===== src/rtl/button_conditioner.sv =====
// Button front end: 2-FF sync, debounce, press pulses, frame-aligned step accumulator.
// Define AUTOREPEAT_EN to add per-button hold-to-repeat stepping after REPEAT_DELAY ticks.
module button_conditioner #(
  parameter int DEBOUNCE_CYCLES = 250000,
  parameter int ACC_W           = 4,
  parameter int REPEAT_DELAY    = 30
) (
  input  logic             clk,
  input  logic             rst,
  input  logic             btn_up,
  input  logic             btn_down,
  input  logic             btn_right,
  input  logic             btn_left,
  input  logic             vsync,
  output logic             frame_tick,
  output logic [3:0]       btn_level,
  output logic [3:0]       press_pulse,
  output logic [ACC_W-1:0] accum
);

  localparam int CW = $clog2(DEBOUNCE_CYCLES);
  localparam logic [CW-1:0] CNT_MAX = CW'(DEBOUNCE_CYCLES - 1);
  localparam logic [CW-1:0] CNT_ONE = CW'(1);
  localparam logic [ACC_W-1:0] STEP1 = ACC_W'(1);
  localparam logic [ACC_W-1:0] STEP4 = ACC_W'(4);

  logic [3:0]       raw;
  logic [3:0]       sync1;
  logic [3:0]       sync2;
  logic [3:0]       accept;
  logic [3:0]       pend;
  logic [3:0]       rep;
  logic [3:0]       eff;
  logic [CW-1:0]    cnt [4];
  logic             vsync_prev;
  logic [ACC_W-1:0] delta;

  assign raw = {btn_left, btn_right, btn_down, btn_up};

  // A change is accepted on its DEBOUNCE_CYCLES-th consecutive differing sample
  always_comb begin
    accept = '0;
    for (int i = 0; i < 4; i++) begin
      accept[i] = (sync2[i] != btn_level[i]) && (cnt[i] == CNT_MAX);
    end
  end

  always_ff @(posedge clk) begin
    if (rst) begin
      sync1       <= '0;
      sync2       <= '0;
      btn_level   <= '0;
      press_pulse <= '0;
      for (int i = 0; i < 4; i++) begin
        cnt[i] <= '0;
      end
    end else begin
      sync1       <= raw;
      sync2       <= sync1;
      press_pulse <= accept & sync2;
      for (int i = 0; i < 4; i++) begin
        if (accept[i]) begin
          btn_level[i] <= sync2[i];
          cnt[i]       <= '0;
        end else if (sync2[i] == btn_level[i]) begin
          cnt[i] <= '0;
        end else begin
          cnt[i] <= cnt[i] + CNT_ONE;
        end
      end
    end
  end

`ifdef AUTOREPEAT_EN
  localparam int HW = $clog2(REPEAT_DELAY + 1);
  localparam logic [HW-1:0] RD       = HW'(REPEAT_DELAY);
  localparam logic [HW-1:0] HOLD_ONE = HW'(1);

  logic [HW-1:0] hold     [4];
  logic [HW-1:0] hold_nxt [4];

  // Repeat is judged on the post-increment count of this tick
  always_comb begin
    rep = '0;
    for (int i = 0; i < 4; i++) begin
      hold_nxt[i] = (hold[i] == RD) ? hold[i] : hold[i] + HOLD_ONE;
      rep[i]      = btn_level[i] && (hold_nxt[i] == RD);
    end
  end

  always_ff @(posedge clk) begin
    if (rst) begin
      for (int i = 0; i < 4; i++) begin
        hold[i] <= '0;
      end
    end else begin
      for (int i = 0; i < 4; i++) begin
        if (!btn_level[i]) begin
          hold[i] <= '0;
        end else if (frame_tick) begin
          hold[i] <= hold_nxt[i];
        end
      end
    end
  end
`else
  assign rep = '0;
`endif

  assign eff = pend | press_pulse | rep;

  always_comb begin
    delta = '0;
    if (eff[0]) delta = delta + STEP1;
    if (eff[1]) delta = delta - STEP1;
    if (eff[2]) delta = delta + STEP4;
    if (eff[3]) delta = delta - STEP4;
  end

  always_ff @(posedge clk) begin
    if (rst) begin
      vsync_prev <= 1'b1;
      frame_tick <= 1'b0;
      pend       <= '0;
      accum      <= '0;
    end else begin
      vsync_prev <= vsync;
      frame_tick <= vsync & ~vsync_prev;
      if (frame_tick) begin
        accum <= accum + delta;
        pend  <= '0;
      end else begin
        pend <= pend | press_pulse;
      end
    end
  end

endmodule


===== config.mk =====
export PLATFORM = sky130hd
export DESIGN_NAME = button_conditioner
export DESIGN_NICKNAME = d
export VERILOG_FILES = /design/src/rtl/button_conditioner.sv
export SDC_FILE = /design/constraint.sdc
export NUM_CORES = 1
export LEC_CHECK = 0
export CORE_MARGIN = 2
export CORE_UTILIZATION = 35
export DETAILED_ROUTE_END_ITERATION = 12
export SLEW_MARGIN = 20
export SYNTH_ARGS = -nofsm -noshare
export SYNTH_HDL_FRONTEND = slang
export SYNTH_SLANG_ARGS = --single-unit

===== constraint.sdc =====
create_clock -name clk -period 3.2 [get_ports clk]
set_input_delay 0.96 -clock clk [delete_from_list [all_inputs] [get_ports clk]]
set_output_delay 0.96 -clock clk [all_outputs]
set_load 0.005 [all_outputs]

==> results of run 1 <==
worst min path at each step:
stage	startpoint	end	slack, ns	cells after the start
after floorplan	vsync_prev$_SDFF_PP1_	frame_tick$_SDFF_PP0_	0.37	1
after global placement	vsync_prev$_SDFF_PP1_	frame_tick$_SDFF_PP0_	0.38	1
after detailed placement	vsync_prev$_SDFF_PP1_	frame_tick$_SDFF_PP0_	0.38	1
after CTS	vsync_prev$_SDFF_PP1_	frame_tick$_SDFF_PP0_	0.39	1
after global routing	vsync_prev$_SDFF_PP1_	frame_tick$_SDFF_PP0_	0.40	1
final	vsync_prev$_SDFF_PP1_	frame_tick$_SDFF_PP0_	0.39	1
registers in the layout, summed over array words and instances (netlist names):
name         cells
accum            4
btn_level        4
cnt             72
frame_tick       1
pend             4
press_pulse      4
sync1            4
sync2            4
vsync_prev       1
cells by family (layout without fill, tap and decap cells):
logic type               Yosys count  count (layout)  share of synthesized area (%)
XOR/XNOR                          53              53                           9.27
multiplexers                       3               3                          0.625
adder cells (fa/ha/maj)           11              11                           2.90
AND/OR/NAND/NOR                  235             235                           25.0
flip-flops                        98              98                           53.6
other                              1              72                         0.0749
buffers and inverters             34              58                           2.65
AO/OA/AOI/OAI                     51              51                           5.88
power by group through the flow:
stage | combinational (mW) | sequential [mW] | clock, mW
floorplan | 0.0873 | 1.47 | 0
CTS | 0.109 | 1.46 | 1.07
global route | 0.129 | 1.46 | 1.12
detailed placement | 0.108 | 1.48 | 0
finish | 0.110 | 1.46 | 1.04
global placement | 0.106 | 1.48 | 0
cells in the mapped netlist, types with 5 or more instances:
cell type                  number
sky130_fd_sc_hd__a21oi_1       20
sky130_fd_sc_hd__and3_1         8
sky130_fd_sc_hd__and4_1         5
sky130_fd_sc_hd__clkbuf_1      13
sky130_fd_sc_hd__dfxtp_1       26
sky130_fd_sc_hd__edfxtp_1      72
sky130_fd_sc_hd__ha_1          10
sky130_fd_sc_hd__inv_1         14
sky130_fd_sc_hd__nand2_1       21
sky130_fd_sc_hd__nand3_1       21
sky130_fd_sc_hd__nand4_1       25
sky130_fd_sc_hd__nor2_1        69
sky130_fd_sc_hd__nor2b_1        9
sky130_fd_sc_hd__nor3_1        16
sky130_fd_sc_hd__nor4_1        13
sky130_fd_sc_hd__o21ai_0       14
sky130_fd_sc_hd__o31ai_1        5
sky130_fd_sc_hd__or3_1         19
sky130_fd_sc_hd__or4_1         11
sky130_fd_sc_hd__xnor2_1       31
sky130_fd_sc_hd__xor2_1        22
metal layers:
layer	vias to the layer above	GRT usage (%)	share of wire [%]
met3	13	2.29	3.0
met5	-	0	0
met2	40	20.6	46
met4	0	6.39	1.6
met1	1748	17.1	49
li1	1888	-	-
metrics by stage:
stage,cells,instance area [um2],power [mW],hold slack (ns),utilization (%)
after floorplan,557,5270,1.55,0.372,-
after global placement,745,5670,1.59,0.379,40.7
after detailed placement,745,5670,1.59,0.382,40.7
after CTS,761,5950,2.64,0.389,42.7
after global routing,761,5950,2.71,0.400,42.7
final,761,5950,2.61,0.387,42.7
final cells by class:
class | instances | area, um2
inverters | 15 | 56.3
multi-input cells | 425 | 2460
fillers | 1367 | 7980
well taps | 180 | 225
flip-flops and latches | 98 | 2680
repair buffers | 27 | 250
clock buffers | 12 | 259
clock inverters | 4 | 23.8
==> flow_summary.html, run 1 <==
<table>
<tr><th>Metric</th><th>Value</th></tr>
<tr><th colspan="2">Global routing</th></tr>
<tr><td>Vias in the first global route</td><td>3450</td></tr>
<tr><td>GRT Total Usage</td><td>13.0%</td></tr>
<tr><td>Wire length of the first global-routing pass</td><td>15.7 mm</td></tr>
<tr><td>Largest net degree at the start of global routing</td><td>18</td></tr>
<tr><td>Antenna violations before repair</td><td>0</td></tr>
<tr><td>Grt total ovfl</td><td>0</td></tr>
<tr><th colspan="2">Critical path</th></tr>
<tr><td>Capture point of the worst path</td><td>accum[3]$_SDFFE_PP0P_</td></tr>
<tr><td>Startpoint type of the worst setup path</td><td>flop</td></tr>
<tr><td>Worst reg2reg path depth</td><td>9</td></tr>
<tr><td>Origin of the worst setup path</td><td>press_pulse[1]$_SDFF_PP0_</td></tr>
<tr><td>Delay contributed by the slowest stage of the critical path</td><td>0.32 ns</td></tr>
<tr><td>Worst Setup End Kind</td><td>flop</td></tr>
<tr><td>WP data arrival</td><td>2.90 ns</td></tr>
<tr><td>Reg-to-reg setup timing slack</td><td>0.53 ns</td></tr>
<tr><td>Instance count on the critical path</td><td>9</td></tr>
<tr><td>Data required time of the worst path</td><td>3.43 ns</td></tr>
<tr><td>Max FO, Critical Path</td><td>4</td></tr>
<tr><td>Reg-to-reg startpoint</td><td>press_pulse[1]$_SDFF_PP0_</td></tr>
<tr><td>Critical path buffers and inverters</td><td>0</td></tr>
<tr><td>Cell with the largest stage delay on the worst path</td><td>sky130_fd_sc_hd__dfxtp_1</td></tr>
<tr><td>Critical path class</td><td>reg -&gt; reg</td></tr>
<tr><td>Cell family with most CP delay</td><td>adder cells</td></tr>
<tr><td>Most frequent cell on the critical path</td><td>sky130_fd_sc_hd__ha_1</td></tr>
<tr><td>Ordered cell list for the critical path</td><td>or2_2, ha_1, ha_1, xor2_1, ha_1, and3_1, o211ai_1, and3b_1, mux2_2</td></tr>
<tr><td>End of the worst register-to-register path</td><td>accum[3]$_SDFFE_PP0P_</td></tr>
<tr><th colspan="2">Drt</th></tr>
<tr><td>Total number of vias</td><td>3689</td></tr>
<tr><td>Final routed DRC violation total</td><td>0</td></tr>
<tr><td>Antenna Violating Nets Remaining</td><td>0</td></tr>
<tr><td>Via density</td><td>4.85</td></tr>
<tr><td>DRC violation total after the first TritonRoute iteration</td><td>205</td></tr>
<tr><td>Routed WL</td><td>9.11 mm</td></tr>
<tr><td>1st-pass router iterations</td><td>4</td></tr>
<tr><td>WL/cell</td><td>12.0 um</td></tr>
<tr><th colspan="2">Synth</th></tr>
<tr><td>Main flop type after synthesis</td><td>sky130_fd_sc_hd__edfxtp_1</td></tr>
<tr><td>Portion of synthesized cell area occupied by the leading cell type</td><td>43.2%</td></tr>
<tr><td>Top cell type by total area after synthesis</td><td>sky130_fd_sc_hd__edfxtp_1</td></tr>
<tr><td>Count of synthesis-stage warnings from yosys</td><td>0</td></tr>
<tr><td>Post-synthesis cell count</td><td>486</td></tr>
<tr><td>Number of enable-type register cells in the synthesized netlist</td><td>72</td></tr>
<tr><td>Cell types with the largest area share after synthesis</td><td>sky130_fd_sc_hd__edfxtp_1 (43%), sky130_fd_sc_hd__dfxtp_1 (10%), sky130_fd_sc_hd__xnor2_1 (5.4%)</td></tr>
<tr><td>Average cell area after synthesis</td><td>10.3 um2</td></tr>
<tr><td>Sequential share of the synthesized area</td><td>53.6%</td></tr>
<tr><td>Synth unique cells</td><td>46</td></tr>
<tr><td>FF+latch count, synth</td><td>98</td></tr>
<tr><td>Share of flip-flops with an asynchronous set or reset</td><td>0%</td></tr>
<tr><td>Area of the mapped netlist</td><td>5000 um2</td></tr>
<tr><th colspan="2">Placement</th></tr>
<tr><td>Placer's final routability congestion estimate</td><td>0.743</td></tr>
<tr><td>Port Buffer Count</td><td>19</td></tr>
<tr><td>Setup slack at placement</td><td>0.532 ns</td></tr>
<tr><td>Total half-perimeter wirelength after legalization and detailed placement</td><td>6.57 mm</td></tr>
<tr><th colspan="2">Pwr</th></tr>
<tr><td>Pleak</td><td>2.05 nW</td></tr>
<tr><td>Switching component of the power</td><td>0.573 mW</td></tr>
<tr><td>Proportion of power drawn by combinational gates</td><td>4.2%</td></tr>
<tr><td>Maximum resistive drop on vdd</td><td>0.259 mV</td></tr>
<tr><td>Clk pwr share</td><td>39.9%</td></tr>
<tr><td>Power Dens Cells</td><td>438 nW/um2</td></tr>
<tr><td>Sw Share</td><td>22.0%</td></tr>
<tr><td>Part of the total power dissipated in sequential elements</td><td>55.9%</td></tr>
<tr><td>Internal power component</td><td>2.03 mW</td></tr>
<tr><th colspan="2">Clocking</th></tr>
<tr><td>Clock tree from TritonCTS</td><td>built</td></tr>
<tr><td>Source-to-sink clock delay at the later pin of the worst-skew pair</td><td>0.34 ns</td></tr>
<tr><td>Number of buffers created by CTS</td><td>9</td></tr>
<tr><td>CTS-repair resized insts</td><td>0</td></tr>
<tr><td>H-tree level count</td><td>3</td></tr>
<tr><td>Number of post-CTS setup repair buffers</td><td>0</td></tr>
<tr><td>Hold-fix buffer count after cts</td><td>0</td></tr>
<tr><td># clock sinks</td><td>98</td></tr>
<tr><td>Reg clk slew, reported paths</td><td>0.07 ns</td></tr>
<tr><td>Clock tree root buffer cell</td><td>sky130_fd_sc_hd__clkbuf_16</td></tr>
<tr><td>Max Buffers Root-to-Sink</td><td>2</td></tr>
<tr><th colspan="2">Die</th></tr>
<tr><td>Count of standard-cell rows</td><td>43</td></tr>
<tr><td>Core area</td><td>13900 um2</td></tr>
<tr><td>Starting density of the core</td><td>35.9%</td></tr>
<tr><td>Die area</td><td>15300 um2</td></tr>
<tr><td>Die Wd</td><td>124 um</td></tr>
<tr><td>Number of ports placed on the die boundary</td><td>20</td></tr>
<tr><td>Die extent in y</td><td>124 um</td></tr>
<tr><th colspan="2">STA</th></tr>
<tr><td>Share of the cycle needed by the critical path after routing</td><td>83.4%</td></tr>
<tr><td>Highest achievable clock rate</td><td>0.375 GHz</td></tr>
<tr><td>Worst setup slack after layout</td><td>0.530 ns</td></tr>
<tr><td>Number of endpoints failing setup at the final stage</td><td>0</td></tr>
<tr><td>Hold Vio Cnt, Final</td><td>0</td></tr>
<tr><td>Normalized max-slew margin</td><td>61.3%</td></tr>
<tr><td>Setup Total Neg Slack</td><td>0 ns</td></tr>
<tr><td>Number of pins with negative max-slew slack in the final report</td><td>0</td></tr>
<tr><td>Transition time of the tightest slew-check pin</td><td>0.577 ns</td></tr>
<tr><td>Worst Clk Skew</td><td>0.00687 ns</td></tr>
<tr><td>Unrepaired setup endpoints after global routing</td><td>no</td></tr>
<tr><td>Crit path time final</td><td>2.67 ns</td></tr>
<tr><th colspan="2">Layout</th></tr>
<tr><td>Fraction of layout instances using a drive strength above 1</td><td>5.51%</td></tr>
<tr><td>Antenna diode instance count</td><td>0</td></tr>
<tr><td>Layout overhead on the synthesized area</td><td>19.0%</td></tr>
<tr><td>Commonest non-fill, non-tap cells in the layout</td><td>sky130_fd_sc_hd__edfxtp_1 (72), sky130_fd_sc_hd__conb_1 (72), sky130_fd_sc_hd__nor2_1 (69), sky130_fd_sc_hd__xnor2_1 (31), sky130_fd_sc_hd__dfxtp_1 (26)</td></tr>
<tr><td>Nets@finish</td><td>594</td></tr>
<tr><th colspan="2">Hold path</th></tr>
<tr><td>Type of the most critical hold path</td><td>reg -&gt; reg</td></tr>
<tr><th colspan="2">Flow run</th></tr>
<tr><td>Number of max-cap violations</td><td>0</td></tr>
<tr><th colspan="2">Outcome</th></tr>
<tr><td>Result of the run</td><td>complete, no violations</td></tr>
</table>
No activity file was read; power rests on OpenSTA's default activity.
==> run 2: changes to the inputs <==
==> constraint.sdc (replaced) <==
create_clock -name clk -period 2.75 [get_ports clk]
set_input_delay 0.825 -clock clk [delete_from_list [all_inputs] [get_ports clk]]
set_output_delay 0.825 -clock clk [all_outputs]
set_load 0.005 [all_outputs]
==> run 2 against run 1 <==
Compared with the run above:
- power increased by 16%
- count of clock-buffer cells in the layout decreased by 1
- non-clock buffer count unchanged
- utilization increased by 0.13 points
- worst setup slack got worse by 0.42 ns
- clock power increased by 14%
- via count decreased by 0.62%
- critical path depth unchanged
- first-iteration DRC count increased by 31%
- cell count unchanged
- critical path type unchanged
- critical endpoint unchanged
- largest power group unchanged
==> flow_summary.html, run 2 (synthesized netlist as in run 1, its figures left out) <==
<table>
<tr><th>Metric</th><th>Value</th></tr>
<tr><th colspan="2">Global routing</th></tr>
<tr><td>Wire length of the first global-routing pass</td><td>15.7 mm (about the same)</td></tr>
<tr><td>Largest net degree at the start of global routing</td><td>34 (was 18)</td></tr>
<tr><td>GRT Total Usage</td><td>13.0% (about the same)</td></tr>
<tr><td>Grt total ovfl</td><td>0 (unchanged)</td></tr>
<tr><td>Vias in the first global route</td><td>3537 (was 3450)</td></tr>
<tr><td>Antenna violations before repair</td><td>0 (unchanged)</td></tr>
<tr><th colspan="2">Critical path</th></tr>
<tr><td>Most frequent cell on the critical path</td><td>sky130_fd_sc_hd__ha_1 (unchanged)</td></tr>
<tr><td>Data required time of the worst path</td><td>2.98 ns (was 3.43 ns)</td></tr>
<tr><td>Reg-to-reg startpoint</td><td>press_pulse[1]$_SDFF_PP0_ (unchanged)</td></tr>
<tr><td>Worst reg2reg path depth</td><td>9 (unchanged)</td></tr>
<tr><td>Critical path buffers and inverters</td><td>0 (unchanged)</td></tr>
<tr><td>Startpoint type of the worst setup path</td><td>flop (unchanged)</td></tr>
<tr><td>Delay contributed by the slowest stage of the critical path</td><td>0.33 ns (was 0.32 ns)</td></tr>
<tr><td>Critical path class</td><td>reg -&gt; reg (unchanged)</td></tr>
<tr><td>Max FO, Critical Path</td><td>4 (unchanged)</td></tr>
<tr><td>Cell family with most CP delay</td><td>adder cells (unchanged)</td></tr>
<tr><td>Cell with the largest stage delay on the worst path</td><td>sky130_fd_sc_hd__ha_1 (was sky130_fd_sc_hd__dfxtp_1)</td></tr>
<tr><td>Ordered cell list for the critical path</td><td>or2_2, ha_2, ha_1, xor2_1, ha_1, and3_1, o211ai_1, and3b_1, mux2_2 (was or2_2, ha_1, ha_1, xor2_1, ha_1, and3_1, o211ai_1, and3b_1, mux2_2)</td></tr>
<tr><td>End of the worst register-to-register path</td><td>accum[3]$_SDFFE_PP0P_ (unchanged)</td></tr>
<tr><td>Worst Setup End Kind</td><td>flop (unchanged)</td></tr>
<tr><td>WP data arrival</td><td>2.87 ns (was 2.90 ns)</td></tr>
<tr><td>Reg-to-reg setup timing slack</td><td>0.11 ns (was 0.53 ns)</td></tr>
<tr><th colspan="2">Placement</th></tr>
<tr><td>Total half-perimeter wirelength after legalization and detailed placement</td><td>6.50 mm (was 6.57 mm)</td></tr>
<tr><td>Port Buffer Count</td><td>19 (unchanged)</td></tr>
<tr><td>Placer's final routability congestion estimate</td><td>0.753 (was 0.743)</td></tr>
<tr><th colspan="2">STA</th></tr>
<tr><td>Unrepaired setup endpoints after global routing</td><td>no (unchanged)</td></tr>
<tr><td>Number of pins with negative max-slew slack in the final report</td><td>0 (unchanged)</td></tr>
<tr><td>Number of endpoints failing setup at the final stage</td><td>0 (unchanged)</td></tr>
<tr><td>Min Hold Slack</td><td>0.393 ns (was 0.387 ns)</td></tr>
<tr><td>Highest achievable clock rate</td><td>0.379 GHz (was 0.375 GHz)</td></tr>
<tr><td>Setup Total Neg Slack</td><td>0 ns (unchanged)</td></tr>
<tr><td>Hold Vio Cnt, Final</td><td>0 (unchanged)</td></tr>
<tr><td>Share of the cycle needed by the critical path after routing</td><td>95.9% (was 83.4%)</td></tr>
<tr><td>Worst Clk Skew</td><td>0.00500 ns (was 0.00687 ns)</td></tr>
<tr><td>Crit path time final</td><td>2.64 ns (was 2.67 ns)</td></tr>
<tr><th colspan="2">Layout</th></tr>
<tr><td>Multi-input gate area in the final layout</td><td>2460 um2 (about the same)</td></tr>
<tr><td>Nets@finish</td><td>594 (unchanged)</td></tr>
<tr><td>Register name with the most flops</td><td>cnt (unchanged)</td></tr>
<tr><td>Area taken by flip-flops and latches</td><td>2680 um2 (unchanged)</td></tr>
<tr><td>Number of filler cells placed in the layout</td><td>1314 (was 1367)</td></tr>
<tr><td>Layout overhead on the synthesized area</td><td>19.3% (was 19.0%)</td></tr>
<tr><td>Antenna diode instance count</td><td>0 (unchanged)</td></tr>
<tr><td>Fraction of layout instances using a drive strength above 1</td><td>5.85% (was 5.51%)</td></tr>
<tr><td>Commonest non-fill, non-tap cells in the layout</td><td>sky130_fd_sc_hd__edfxtp_1 (72), sky130_fd_sc_hd__conb_1 (72), sky130_fd_sc_hd__nor2_1 (69), sky130_fd_sc_hd__xnor2_1 (31), sky130_fd_sc_hd__dfxtp_1 (26) (unchanged)</td></tr>
<tr><td>Largest register FFs</td><td>72 (unchanged)</td></tr>
<tr><th colspan="2">Clocking</th></tr>
<tr><td>Number of buffers created by CTS</td><td>9 (unchanged)</td></tr>
<tr><td>H-tree level count</td><td>3 (unchanged)</td></tr>
<tr><td>Clock tree from TritonCTS</td><td>built (unchanged)</td></tr>
<tr><td>Source-to-sink clock delay at the later pin of the worst-skew pair</td><td>0.34 ns (about the same)</td></tr>
<tr><td>Max Buffers Root-to-Sink</td><td>2 (unchanged)</td></tr>
<tr><td># clock sinks</td><td>98 (unchanged)</td></tr>
<tr><td>Number of post-CTS setup repair buffers</td><td>0 (unchanged)</td></tr>
<tr><td>Reg clk slew, reported paths</td><td>0.07 ns (about the same)</td></tr>
<tr><td>Clock tree root buffer cell</td><td>sky130_fd_sc_hd__clkbuf_16 (unchanged)</td></tr>
<tr><th colspan="2">Die</th></tr>
<tr><td>Starting density of the core</td><td>35.9% (unchanged)</td></tr>
<tr><td>Number of ports placed on the die boundary</td><td>20 (unchanged)</td></tr>
<tr><td>Count of standard-cell rows</td><td>43 (unchanged)</td></tr>
<tr><td>Die Wd</td><td>124 um (unchanged)</td></tr>
<tr><td>Die extent in y</td><td>124 um (unchanged)</td></tr>
<tr><td>Die area</td><td>15300 um2 (unchanged)</td></tr>
<tr><td>Core area</td><td>13900 um2 (unchanged)</td></tr>
<tr><th colspan="2">Drt</th></tr>
<tr><td>Final routed DRC violation total</td><td>0 (unchanged)</td></tr>
<tr><td>DRC violation total after the first TritonRoute iteration</td><td>268 (was 205)</td></tr>
<tr><td>Antenna Violating Nets Remaining</td><td>0 (unchanged)</td></tr>
<tr><td>Via density</td><td>4.82 (was 4.85)</td></tr>
<tr><td>WL/cell</td><td>11.8 um (was 12.0 um)</td></tr>
<tr><td>Routed WL</td><td>9.00 mm (was 9.11 mm)</td></tr>
<tr><td>Total number of vias</td><td>3666 (was 3689)</td></tr>
<tr><td>1st-pass router iterations</td><td>4 (unchanged)</td></tr>
<tr><th colspan="2">Outcome</th></tr>
<tr><td>Result of the run</td><td>complete, no violations (unchanged)</td></tr>
<tr><th colspan="2">Pwr</th></tr>
<tr><td>Pleak</td><td>2.04 nW (was 2.05 nW)</td></tr>
<tr><td>Power Dens Cells</td><td>504 nW/um2 (was 438 nW/um2)</td></tr>
<tr><td>Maximum resistive drop on vdd</td><td>0.293 mV (was 0.259 mV)</td></tr>
<tr><th colspan="2">Hold path</th></tr>
<tr><td>Type of the most critical hold path</td><td>reg -&gt; reg (unchanged)</td></tr>
<tr><td>Worst hold path endpoint</td><td>frame_tick$_SDFF_PP0_ (unchanged)</td></tr>
<tr><td>Worst min-delay path startpoint</td><td>vsync_prev$_SDFF_PP1_ (unchanged)</td></tr>
<tr><td>Number of stages on the worst hold path</td><td>1 (unchanged)</td></tr>
<tr><th colspan="2">Flow run</th></tr>
<tr><td>Number of max-cap violations</td><td>0 (unchanged)</td></tr>
</table>
[run 2: final cells by class]
cell class	count	share of cell area, %
Clock buffer	11	4.23
Clock inverter	5	0.461
Inverter	15	0.943
Multi-Input combinational cell	425	41.3
Sequential cell	98	44.9
Tap cell	180	3.77
Timing Repair Buffer	27	4.40
[run 2: per-stage QoR]
| stage | instance area [um2] | std cells | total power, mW | setup slack (ns) | utilization [%] |
|---|---|---|---|---|---|
| final | 5970 | 761 | 3.01 | 0.112 | 42.8 |
| after global routing | 5970 | 761 | 3.14 | 0.0156 | 42.8 |
| after CTS | 5960 | 761 | 3.06 | 0.0678 | 42.8 |
| after detailed placement | 5680 | 745 | 1.85 | 0.0775 | 40.8 |
| after global placement | 5680 | 745 | 1.85 | 0.176 | 40.8 |
| after floorplan | 5270 | 557 | 1.81 | 0.213 | - |
[run 2: routing by layer]
| layer | share of wire [%] | global-route usage [%] | vias to the layer above |
|---|---|---|---|
| met5 | 0 | 0 | - |
| met4 | 2.2 | 6.61 | 0 |
| met3 | 2.8 | 2.88 | 14 |
| met2 | 45 | 21.2 | 47 |
| met1 | 50 | 16.3 | 1713 |
| li1 | - | - | 1892 |
[run 2: worst max-delay path by stage]
stage	start	end	slack (ns)	depth (start not counted)
after floorplan	press_pulse[1]$_SDFF_PP0_	accum[3]$_SDFFE_PP0P_	0.21	9
after global placement	press_pulse[1]$_SDFF_PP0_	accum[3]$_SDFFE_PP0P_	0.18	9
after detailed placement	press_pulse[1]$_SDFF_PP0_	accum[3]$_SDFFE_PP0P_	0.08	9
after CTS	press_pulse[1]$_SDFF_PP0_	accum[3]$_SDFFE_PP0P_	0.07	9
after global routing	press_pulse[1]$_SDFF_PP0_	accum[3]$_SDFFE_PP0P_	0.02	9
final	press_pulse[1]$_SDFF_PP0_	accum[3]$_SDFFE_PP0P_	0.11	9
[run 2: power breakdown]
part           internal, mW  switching [mW]  total [mW]
registers              1.64          0.0559        1.69
logic                0.0567          0.0733       0.130
clock network         0.657           0.530        1.19
[run 2: repair_timing]
action	in CTS	in global routing
hold buffers	0	0
setup endpoints to repair	0	1
resized for setup	0	2
[run 2: worst register-to-register path, delay by kind of cell (launching register included)]
family / cells / cell delay, ns
and+or+nand+nor: 3 / 0.68
xor gates and xnor gates: 1 / 0.17
AOI/OAI and AO/OA: 1 / 0.17
muxes: 1 / 0.33
DFF: 1 / 0.32
adders and majority gates: 3 / 0.85
==> variant 1, RTL diff (settings of run 2) <==
Register the output `press_pulse` once more; this adds one clock of latency there. The other outputs are not delayed to match.
--- a/src/rtl/button_conditioner.sv
+++ b/src/rtl/button_conditioner.sv
@@ -24,4 +24,6 @@
   localparam logic [ACC_W-1:0] STEP1 = ACC_W'(1);
   localparam logic [ACC_W-1:0] STEP4 = ACC_W'(4);
+
+  logic [3:0] press_pulse_s0;
 
   logic [3:0]       raw;
@@ -51,5 +53,5 @@
       sync2       <= '0;
       btn_level   <= '0;
-      press_pulse <= '0;
+      press_pulse_s0 <= '0;
       for (int i = 0; i < 4; i++) begin
         cnt[i] <= '0;
@@ -58,5 +60,5 @@
       sync1       <= raw;
       sync2       <= sync1;
-      press_pulse <= accept & sync2;
+      press_pulse_s0 <= accept & sync2;
       for (int i = 0; i < 4; i++) begin
         if (accept[i]) begin
@@ -108,5 +110,5 @@
 `endif
 
-  assign eff = pend | press_pulse | rep;
+  assign eff = pend | press_pulse_s0 | rep;
 
   always_comb begin
@@ -131,9 +133,13 @@
         pend  <= '0;
       end else begin
-        pend <= pend | press_pulse;
+        pend <= pend | press_pulse_s0;
       end
     end
   end
 
+  always_ff @(posedge clk) begin
+    press_pulse <= press_pulse_s0;
+  end
+
 endmodule
 
Formal check against the unedited RTL: no difference found for any inputs over 10 cycles, from zero or initial values and one cycle with rst high; that may be too few to reach the edited logic, so the function may still have changed.
==> variant 1 against run 2 <==
First-iteration DRC count fell by 40%. Sequential power rose by 4%. Routed wire length is 0.87% higher. Synthesized area rose by 2.5%. Sequential share of layout area increased by 0.40 points. Synthesized cell count is 1.6% higher. Final area increased by 2.1%. Clock power rose by 10%. Sequential cell count is 4 higher. Worst setup slack better by 0.032 ns. Utilization fell by 0.59 points. Total power is 6.0% higher. Largest cell class unchanged. Highest routed layer unchanged.
==> variant 1: results (changes against run 2) <==
Placement
The final weighted congestion of routability-driven global placement is 0.8247 (+9.6%). The total cell area at the placement stage is 5777 um2 (+1.7%). The placed wire-length estimate is 6.536 mm (+0.52%).

Logic synthesis
The post-synthesis sequential area ratio came to 0.5388 (+0.002799). The compound-gate portion of the synthesized area is 0.05393 (-0.004821). The xor-xnor portion of the synthesized cell area is 0.09224 (-0.0005099). The dominant synthesized flop cell is sky130_fd_sc_hd__edfxtp_1.

By count the netlist is led by sky130_fd_sc_hd__edfxtp_1, sky130_fd_sc_hd__nor2_1, sky130_fd_sc_hd__xnor2_1, sky130_fd_sc_hd__dfxtp_1, sky130_fd_sc_hd__nand3_1. The proportion of synthesized area in mux cells is 0.006101 (-0.0001495). The adder-cell area share of the yosys netlist is 0.02831 (-0.0006935). After synthesis, the cell types taking the most area are sky130_fd_sc_hd__edfxtp_1, sky130_fd_sc_hd__dfxtp_1, sky130_fd_sc_hd__xnor2_1.

Pwr
The switching portion of total power was 0.2157 (-0.003193). The maximum vdd ir drop is 0.2786 mV (-4.9%). The proportion of power drawn by combinational gates is 0.040 (-0.003).

The share of power burned in the clock network is 0.410 (+0.016). The static leakage came to 2.076 nW (+1.5%). The net switching power of the design is 0.6882 mW (+4.5%).

Global route
The maximum number of pins on one net before global-route repair is 36 (+5.9%). The global-route usage over all layers came to 0.1218 (-0.008504). The initial antenna violation count is 0 (unchanged). The wire length of the first global-routing pass came to 15.73 mm (+0.22%). The via count of the first global-routing pass is 3450 (-2.5%).

Finish
The fraction of final layout cells sized beyond drive strength 1 is 0.04786 (-0.01066). The count of fill cells added during filler insertion is 1424 (+8.4%). The final-stage net count was 598 (+0.67%).

Critical path
The endpoint of the worst-slack reg-to-reg timing path is accum[3]. The reg-to-reg setup timing slack came to 0.14 ns (+0.03 ns). The data arrival time of the worst path is 2.84 ns (-0.03 ns). The worst reg2reg path depth is 9 (unchanged).

The worst reg2reg path startpoint is press_pulse_s0[1].

Route
The routed wire length is 9.080 mm (+0.87%). The number of violations reported at the end of detailed-routing iteration 0 is 162 (-40%). The first-pass iteration count of the detailed router is 4 (unchanged).

The via count is 3720 (+1.5%).

Worst hold path
The number of cells on the worst hold path came to 0 (-1). The launch point of the worst hold path is press_pulse_s0[1]. The hold path endpoint is press_pulse[1].

Status
The flow ran to the end, and the final reports show no timing, DRC or antenna violations.

STA
The final clock skew is 0.009451 ns (+0.004454 ns). The final-report hold violation count is 0 (unchanged).
## variant 1: changes by cell type after synthesis, moves of 3 or more
cell / run 2 / this run
sky130_fd_sc_hd__dfxtp_1: 26 / 30
sky130_fd_sc_hd__nor4_1: 13 / 16
sky130_fd_sc_hd__xor2_1: 22 / 19
sky130_fd_sc_hd__nand4_1: 25 / 21
sky130_fd_sc_hd__xnor2_1: 31 / 35
sky130_fd_sc_hd__nor4b_1: 4 / 7
## variant 1: area by class of cell
cell class                 count  area [um2]  share of cell area
multi-input combinational    428        2494              0.4092
inverter                      16       60.06            0.009854
sequential                   102        2763              0.4533
clock inverter                 3       22.52            0.003695
tap                          184       230.2             0.03777
timing repair buffer          23       232.7             0.03819
clock buffer                  13       292.8             0.04804
## variant 1: layer usage
metal  part of all wire  track usage  up-vias
li1                   -            -     1901
met1               0.50       0.1603     1762
met2               0.45       0.1915       47
met3              0.029      0.02696       10
met4              0.017      0.05752        0
met5                  0            0        -
## variant 1: stage by stage
| stage | cells | setup slack [ns] | hold slack [ns] |
|---|---|---|---|
| CTS | 769 | 0.07652 | 0.3540 |
| floorplan | 565 | 0.2312 | 0.3237 |
| detailed placement | 753 | 0.09024 | 0.3401 |
| finish | 769 | 0.1447 | 0.3531 |
| global route | 769 | 0.04241 | 0.3597 |
| global placement | 753 | 0.1704 | 0.3292 |
## variant 1: worst max-delay path by stage
| stage | endpoint | cells past startpoint | from |
|---|---|---|---|
| 2_1_floorplan | accum[3] | 9 | press_pulse_s0[1] |
| 3_3_place_gp | accum[3] | 9 | press_pulse_s0[1] |
| 3_5_place_dp | accum[3] | 9 | press_pulse_s0[1] |
| 4_1_cts | accum[3] | 9 | press_pulse_s0[1] |
| 5_1_grt | accum[3] | 9 | press_pulse_s0[1] |
| 6_report | accum[3] | 9 | press_pulse_s0[1] |
==> variant 2, RTL diff (config.mk and constraints of run 2) <==
Made on the original files. `DEBOUNCE_CYCLES`: 250000 -> 62500.
--- a/src/rtl/button_conditioner.sv
+++ b/src/rtl/button_conditioner.sv
@@ -2,5 +2,5 @@
 // Define AUTOREPEAT_EN to add per-button hold-to-repeat stepping after REPEAT_DELAY ticks.
 module button_conditioner #(
-  parameter int DEBOUNCE_CYCLES = 250000,
+  parameter int DEBOUNCE_CYCLES = 62500,
   parameter int ACC_W           = 4,
   parameter int REPEAT_DELAY    = 30
Function: no difference found for any inputs over 10 cycles, from zero or initial values and one cycle with rst high; that may be too few to reach the edited logic, so the function may still have changed.
==> variant 2 against run 2 <==
Final area is 9.2% lower. Synthesized area is 9.8% lower. Highest routed layer unchanged. Total power is 8.4% lower. Synthesized cell count is 13% lower. Largest cell class unchanged. Routed wire length is 7.6% lower. Sequential cell count is 8 lower. Worst setup slack better by 0.036 ns. Critical endpoint unchanged. Critical path depth is 1 higher. Worst hold slack better by 0.00079 ns.
==> variant 2: results (changes against run 2) <==
Global route
The met2 usage came to 0.1981 (-0.01344). The via count of the first global-routing pass is 3012 (-15%). The maximum number of pins on one net before global-route repair came to 16 (-53%). The wire length of the first global-routing pass is 13.95 mm (-11%). The met1 demand-to-capacity share in global routing came to 0.1595 (-0.003701).

The met3 track demand over resource was 0.03052 (+0.001677).

Logic synthesis
The proportion of synthesized area in mux cells is 0.01579 (+0.009544). The post-synthesis sequential area ratio was 0.5409 (+0.004870). The post-synthesis cell count was 423 (-13%). The xor-xnor portion of the synthesized cell area is 0.08922 (-0.003529). The commonest cells after synthesis are sky130_fd_sc_hd__edfxtp_1, sky130_fd_sc_hd__nor2_1, sky130_fd_sc_hd__nand2_1, sky130_fd_sc_hd__dfxtp_1, sky130_fd_sc_hd__xor2_1. The count of unique library cells instantiated by Yosys is 40 (-13%).

The count of flip-flops with a built-in enable after synthesis was 64 (-11%). The compound-gate portion of the synthesized area is 0.04877 (-0.009983). The post-synthesis area per instance is 10.68 um2 (+3.7%).

Placement
The final weighted congestion of routability-driven global placement is 0.8200 (+8.9%). The total cell area at the placement stage was 5137 um2 (-9.6%). The cell count after placement was 668 (-10%). The placed wire-length estimate came to 5.990 mm (-7.9%). The worst setup slack before clock tree synthesis is 0.1079 ns (+0.03040 ns).

Finish
The fraction of area in registers is 0.4506 (+0.001313). The final cell count without fillers came to 686 (-9.9%). The non-clock buffering overhead in the final layout is 0.04340 (-0.0006086).

The clock-cell share of area was 0.04663 (-0.0003106). The count of fill cells added during filler insertion is 1282 (-2.4%). The non-clock buffer count in the final layout came to 25 (-7.4%). The number of flip-flops in the largest register is 64 (-11%).

The count of clock-net buffers in the final layout is 15 (+4). The fraction of the core area covered by cells at the end of the flow was 0.4295 (+0.001024). The final-stage net count is 527 (-11%). The count of inverters other than clock inverters in the layout was 6 (-9). The fraction of final layout cells sized beyond drive strength 1 is 0.04669 (-0.01183).

Route
The sum of routed wire segments on met1 is 4.018 mm (-11%). The number of violations reported at the end of detailed-routing iteration 0 is 118 (-56%). The amount of wire on met3 after detailed routing is 258 um (+4.0%). The total length of routed met2 wires is 3.885 mm (-3.5%). The routed wire length is 8.314 mm (-7.6%).

STA
The final clock skew was 0.006859 ns (+0.001862 ns).

Pwr
The maximum vdd ir drop is 0.3023 mV (+3.2%). The switching portion of total power is 0.2151 (-0.003797). The power attributed to the clock group is 1.09 mW (-8%). The power consumed by sequential cells is 1.55 mW (-8%).

Status
The flow ran to the end, and the final reports show no timing, DRC or antenna violations.

CTS
The number of clock sinks seen by CTS is 90 (-8.2%).
==> variant 2: changes by cell type in the layout (fill, tap and decap cells not counted), moves of 7 or more <==
cell | run 2 | this run
sky130_fd_sc_hd__o21ai_0 | 14 | 7
sky130_fd_sc_hd__nand4_1 | 25 | 15
sky130_fd_sc_hd__nand2_1 | 21 | 28
sky130_fd_sc_hd__edfxtp_1 | 72 | 64
sky130_fd_sc_hd__or3_1 | 19 | 6
sky130_fd_sc_hd__xnor2_1 | 31 | 22
sky130_fd_sc_hd__nor2_1 | 69 | 59
sky130_fd_sc_hd__inv_1 | 14 | 6
sky130_fd_sc_hd__conb_1 | 72 | 64
==> variant 2: path summary, 6_finish.rpt <==
kind	cells past startpoint	slack, ns	to	from
worst max-delay path	10	0.15	accum[3]	press_pulse[1]
worst min-delay path	1	0.39	frame_tick	vsync_prev
worst max register to register	10	0.15	accum[3]	press_pulse[1]
worst min register to register	1	0.39	frame_tick	vsync_prev
